File: config.mk
export PLATFORM = sky130hd
export DESIGN_NAME = segasys1_load_ctrl
export DESIGN_NICKNAME = d
export VERILOG_FILES = /design/src/rtl/segasys1_pkg.sv /design/src/rtl/segasys1_load_ctrl_demux.sv /design/src/rtl/segasys1_load_ctrl.sv
export SDC_FILE = /design/constraint.sdc
export NUM_CORES = 1
export LEC_CHECK = 0
export CAP_MARGIN = 30
export CORE_UTILIZATION = 47
export CTS_CLUSTER_SIZE = 12
export DETAILED_ROUTE_END_ITERATION = 6
export PLACE_DENSITY = 0.8
export SYNTH_ARGS = -nofsm -noshare
export SYNTH_HDL_FRONTEND = slang
export SYNTH_SLANG_ARGS = --single-unit
export TNS_END_PERCENT = 50
File: constraint.sdc
create_clock -name clk_sys -period 2.4 [get_ports clk_sys]
set_clock_uncertainty 0.2 [all_clocks]
set_input_delay 0.48 -clock clk_sys [delete_from_list [all_inputs] [get_ports clk_sys]]
set_output_delay 0.48 -clock clk_sys [all_outputs]
set_load 0.01 [all_outputs]
File: src/rtl/segasys1_pkg.sv
// Shared types and constants for the System 1 load sequencer.
// Used by the top-level FSM and the ioctl write demux.
package segasys1_pkg;

    typedef enum logic [1:0] {
        BOOT = 2'd0,
        LOAD = 2'd1,
        HOLD = 2'd2,
        RUN  = 2'd3
    } load_state_t;

    localparam int SYSMODE_SYS2_BIT = 0;
    localparam int SYSMODE_VERT_BIT = 1;
    localparam int SYSMODE_H240_BIT = 2;

    localparam logic [7:0] ROM_INDEX_DEF  = 8'd0;
    localparam logic [7:0] MODE_INDEX_DEF = 8'd1;
    localparam logic [7:0] DSW_INDEX_DEF  = 8'd254;

endpackage

File: src/rtl/segasys1_load_ctrl_demux.sv
// Registered decode of ioctl byte writes into ROM strobes,
// the SYSMODE byte and the 8-byte DIP-switch bank.
module ioctl_demux
    import segasys1_pkg::*;
#(
    parameter logic [7:0] ROM_INDEX  = ROM_INDEX_DEF,
    parameter logic [7:0] MODE_INDEX = MODE_INDEX_DEF,
    parameter logic [7:0] DSW_INDEX  = DSW_INDEX_DEF
) (
    input  logic        clk_i,
    input  logic        rst_ni,
    input  logic        dl_i,
    input  logic        wr_i,
    input  logic [7:0]  index_i,
    input  logic [24:0] addr_i,
    input  logic [7:0]  dout_i,
    output logic        rom_we_o,
    output logic [24:0] rom_addr_o,
    output logic [7:0]  rom_data_o,
    output logic [7:0]  sysmode_o,
    output logic [63:0] dsw_o
);

    logic        rom_we_q, rom_we_d;
    logic [24:0] rom_addr_q, rom_addr_d;
    logic [7:0]  rom_data_q, rom_data_d;
    logic [7:0]  sysmode_q, sysmode_d;
    logic [63:0] dsw_q, dsw_d;
    logic        strobe;

    assign strobe = wr_i & dl_i;

    // Next-state decode of a single accepted write strobe
    always_comb begin
        rom_we_d   = 1'b0;
        rom_addr_d = rom_addr_q;
        rom_data_d = rom_data_q;
        sysmode_d  = sysmode_q;
        dsw_d      = dsw_q;
        if (strobe) begin
            if (index_i == ROM_INDEX) begin
                rom_we_d   = 1'b1;
                rom_addr_d = addr_i;
                rom_data_d = dout_i;
            end
            if (index_i == MODE_INDEX && addr_i == 25'd0) begin
                sysmode_d = dout_i;
            end
            if (index_i == DSW_INDEX && addr_i[24:3] == 22'd0) begin
                dsw_d[{addr_i[2:0], 3'b000} +: 8] = dout_i;
            end
        end
    end

    // Output registers; addr/data hold their last written value
    always_ff @(posedge clk_i or negedge rst_ni) begin
        if (!rst_ni) begin
            rom_we_q   <= 1'b0;
            rom_addr_q <= '0;
            rom_data_q <= '0;
            sysmode_q  <= '0;
            dsw_q      <= '0;
        end else begin
            rom_we_q   <= rom_we_d;
            rom_addr_q <= rom_addr_d;
            rom_data_q <= rom_data_d;
            sysmode_q  <= sysmode_d;
            dsw_q      <= dsw_d;
        end
    end

    assign rom_we_o   = rom_we_q;
    assign rom_addr_o = rom_addr_q;
    assign rom_data_o = rom_data_q;
    assign sysmode_o  = sysmode_q;
    assign dsw_o      = dsw_q;

endmodule

File: src/rtl/segasys1_load_ctrl.sv
// Load sequencer: keeps the game core in reset during ROM load
// and a fixed hold-off after it, folding in user resets.
module segasys1_load_ctrl
    import segasys1_pkg::*;
#(
    parameter logic [7:0] ROM_INDEX  = ROM_INDEX_DEF,
    parameter logic [7:0] MODE_INDEX = MODE_INDEX_DEF,
    parameter logic [7:0] DSW_INDEX  = DSW_INDEX_DEF,
    parameter int         HOLD_CYC   = 1024
) (
    input  logic        clk_sys,
    input  logic        reset_n,
    input  logic        ioctl_download,
    input  logic        ioctl_wr,
    input  logic [7:0]  ioctl_index,
    input  logic [24:0] ioctl_addr,
    input  logic [7:0]  ioctl_dout,
    input  logic        user_reset,
    output logic        rom_we,
    output logic [24:0] rom_addr,
    output logic [7:0]  rom_data,
    output logic [7:0]  sysmode,
    output logic [63:0] dsw,
    output logic        core_reset,
    output logic        ready
);

    localparam int CW = $clog2(HOLD_CYC);
    localparam logic [CW-1:0] CNT_LAST = CW'(HOLD_CYC - 1);

    load_state_t   state_q, state_d;
    logic [CW-1:0] cnt_q, cnt_d;
    logic          ready_q, ready_d;
    logic          core_reset_q;
    logic          rom_dl;

    assign rom_dl = ioctl_download & (ioctl_index == ROM_INDEX);

    ioctl_demux #(
        .ROM_INDEX  (ROM_INDEX),
        .MODE_INDEX (MODE_INDEX),
        .DSW_INDEX  (DSW_INDEX)
    ) u_demux (
        .clk_i      (clk_sys),
        .rst_ni     (reset_n),
        .dl_i       (ioctl_download),
        .wr_i       (ioctl_wr),
        .index_i    (ioctl_index),
        .addr_i     (ioctl_addr),
        .dout_i     (ioctl_dout),
        .rom_we_o   (rom_we),
        .rom_addr_o (rom_addr),
        .rom_data_o (rom_data),
        .sysmode_o  (sysmode),
        .dsw_o      (dsw)
    );

    // Next state, hold-off counter and sticky ready flag
    always_comb begin
        state_d = state_q;
        cnt_d   = cnt_q;
        ready_d = ready_q;
        unique case (state_q)
            BOOT: begin
                if (rom_dl) state_d = LOAD;
            end
            LOAD: begin
                if (!ioctl_download) begin
                    cnt_d   = '0;
                    ready_d = 1'b1;
                    state_d = HOLD;
                end
            end
            HOLD: begin
                if (rom_dl) begin
                    state_d = LOAD;
                end else if (user_reset) begin
                    cnt_d = '0;
                end else if (cnt_q == CNT_LAST) begin
                    state_d = RUN;
                end else begin
                    cnt_d = cnt_q + 1'b1;
                end
            end
            RUN: begin
                if (rom_dl) begin
                    state_d = LOAD;
                end else if (user_reset) begin
                    cnt_d   = '0;
                    state_d = HOLD;
                end
            end
            default: state_d = BOOT;
        endcase
    end

    // State, counter, ready and core reset registers
    always_ff @(posedge clk_sys or negedge reset_n) begin
        if (!reset_n) begin
            state_q      <= BOOT;
            cnt_q        <= '0;
            ready_q      <= 1'b0;
            core_reset_q <= 1'b1;
        end else begin
            state_q      <= state_d;
            cnt_q        <= cnt_d;
            ready_q      <= ready_d;
            core_reset_q <= (state_q != RUN);
        end
    end

    assign core_reset = core_reset_q;
    assign ready      = ready_q;

endmodule

==> impl_metrics.toml <==
[placed_design]
gp_congestion = 0.793
numPortBuffers = 153
placed_area_um2 = 7340
post-dp-hpwl_mm = 9.77

[synthesis]
ys_top_cells_by_count = "119 x dfrtp_1, 70 x mux2_2, 26 x nand2_1"
synth.largest_area_cell = "dfrtp_1"
synth_flop_cell = "dfrtp_1"
syn_inst = 390
synth_cell_types = 44
async_reset_ff_frac = 1.00
seq_area_frac_synth = 0.576
synth_edf_count = 0
ys_ff_latch = 120
avgSynthCellArea_um2 = 13.4
ys_warn_count = 0
yosysMostFrequentCell = "dfrtp_1"
synthTopCellsByArea = "dfrtp_1 57%, mux2_2 15%, mux2i_1 3.5%"
yosysTopAreaCellShare = 0.571
syn-num-nets = 439
syn-cell-area_um2 = 5220

[final_layout]
multiInputGateArea_um2 = 2080
diodes = 0
area_growth_pct = 53.1
postLayoutCoreUtil = 0.737
finalNetCount = 651
fin_area_um2 = 7990
drive_above_1_share = 0.306
fillCellCount = 721
register_area_um2 = 3000

[global_route]
grt_pass1_wl_mm = 21.9
grtUsageTotal = 0.254
grt_overflow = 0
grt_max_degree = 40
grt_pass1_vias = 4208
antenna_found_initial = 0

[setup_path]
worstPathRequired_ns = 2.61
end_kind = "flop"
start_kind = "primary input"
cp_max_fo = 5
crit_type = "in -> reg"
arrival_ns = 2.48

[routing]
drt_pass1_iterations = 4
ant_nets = 0
wire_per_inst_um = 17.9
vias = 3957
finalWirelength_mm = 13.5
drt_iter0_markers = 116
drc = 0
via_per_inst = 5.24

[run]
maxCapViolations = 0

[sta]
relSlewSlack = 0.619
finalMaxSlewViolations = 0
max_freq_mhz = 440
finalSetupViolations = 0
hold_violations = 0
min_period_over_period = 0.947
rsz0062_at_grt = "false"
tightestPinTransition_ns = 0.571
min_period_ns = 2.27

[cts]
clk_pin_slew_ns = 0.06
root_buffer = "clkbuf_8"
htree_num_levels = 4
clock_latency_ns = 0.53
ctsLongestPathBuffers = 2
cts_buffers = 17
numClockSinks = 120
cts_tree = "yes"

[power]
peakVddDrop_v = 0.000523
leakagePower_uw = 0.00386
power.density_nw_per_um2 = 618

[floorplan]
core_um2 = 10800
ioPinCount = 154
die_y_um = 107
die_w_um = 107
die_area_um2 = 11500
initial_core_util = 0.481
core.rowCount = 38

[min_path]
hold_class = "reg -> reg"

[outcome]
status = "finished clean"
[state kept, by name, summed over array words and instances (netlist names), 2 cells and up]
signal and count:
cnt_q 10, state_q 2, u_demux.dsw_o 64, u_demux.rom_addr_o 25, u_demux.rom_data_o 8, u_demux.sysmode_o 8
[timing repair]
item                                    4_1_cts  5_1_grt
endpoints found under the setup margin        1       11
setup buffers                                 0        1
endpoints found under the hold margin        35        0
pin swaps                                     0        1
resized for setup                             1        3
hold buffers                                  1        0
[cells by family after synthesis]
| group | share of synthesized area |
|---|---|
| flip-flops | 0.576 |
| multiplexers | 0.224 |
| AND/OR/NAND/NOR | 0.126 |
| buffers and inverters | 0.0321 |
| AO/OA/AOI/OAI | 0.0350 |
| adder cells (fa/ha/maj) | 0.00719 |
[worst max-delay path, stage by stage]
cell and delay (ns):
clkdlybuf4s50_1 0.48, inv_1 0.06, ha_1 0.24, ha_4 0.31, buf_4 0.12, nand3_1 0.10, nor3_4 0.23, buf_4 0.18
mux2_4 0.29
[worst paths after layout]
kind | startpoint | to | slack (ns) | cells past startpoint
worst max-delay path | ioctl_addr[0] | u_demux.dsw_o[15] | 0.13 | 9
max in group asynchronous | reset_n | core_reset | 1.09 | 3
worst min-delay path | ready | ready | 0.28 | 1
worst max register to register | cnt_q[0] | cnt_q[4] | 0.51 | 6
min in group asynchronous | reset_n | u_demux.dsw_o[24] | 0.31 | 2
worst min register to register | ready | ready | 0.28 | 1
[cell usage in the layout, fill, tap and decap left out, drive strengths merged, types with 2 or more instances in the layout]
cell type and count:
a2bb2oi 2, and4b 2, o21ai 6, clkbuf 21, mux2i 18, nor4 9
and3 11, bufinv 3, nand2 26, nor2 10, and2 2, o31ai 2
and4 5, nand2b 3, buf 57, a31oi 12, nor3b 2, ha 3
dfrtp 119, nand4 10, clkdlybuf4s50 152, mux2 86, clkinv 6, nor3 5
clkinvlp 2, nand3 8, inv 22
[layout make-up]
cell class,instances,area share
flip-flops and latches,120,0.376
multi-input cells,231,0.260
repair buffers,210,0.256
clock buffers,21,0.0575
well taps,140,0.0219
clock inverters,11,0.0183
inverters,22,0.0103
[stage by stage]
stage / power (uW) / hold WS, ns / setup slack (ns) / TNS [ns] / std cells
6_report: 4940 / 0.280 / 0.128 / 0 / 755
3_3_place_gp: 2410 / 0.256 / -0.423 / -26.35 / 721
2_1_floorplan: 2170 / -0.0156 / 0.0161 / 0 / 390
3_5_place_dp: 2420 / 0.254 / -0.530 / -31.06 / 721
4_1_cts: 4980 / 0.279 / 0.107 / 0 / 754
5_1_grt: 5100 / 0.296 / 0.0142 / 0 / 755
[layer usage]
| layer | GRT usage | wire (um) |
|---|---|---|
| met5 | 0 | 0 |
| met3 | 0.0678 | 741 |
| met4 | 0.118 | 316 |
| met2 | 0.420 | 6820 |
| met1 | 0.311 | 5650 |
[report_power, final]
| part | switching [uW] | leakage (uW) | internal [uW] |
|---|---|---|---|
| sequential | 10.8 | 0.00158 | 2040 |
| clock | 894 | 0.000294 | 1660 |
| combinational | 159 | 0.00198 | 172 |
No activity file was read; power rests on OpenSTA's default activity.
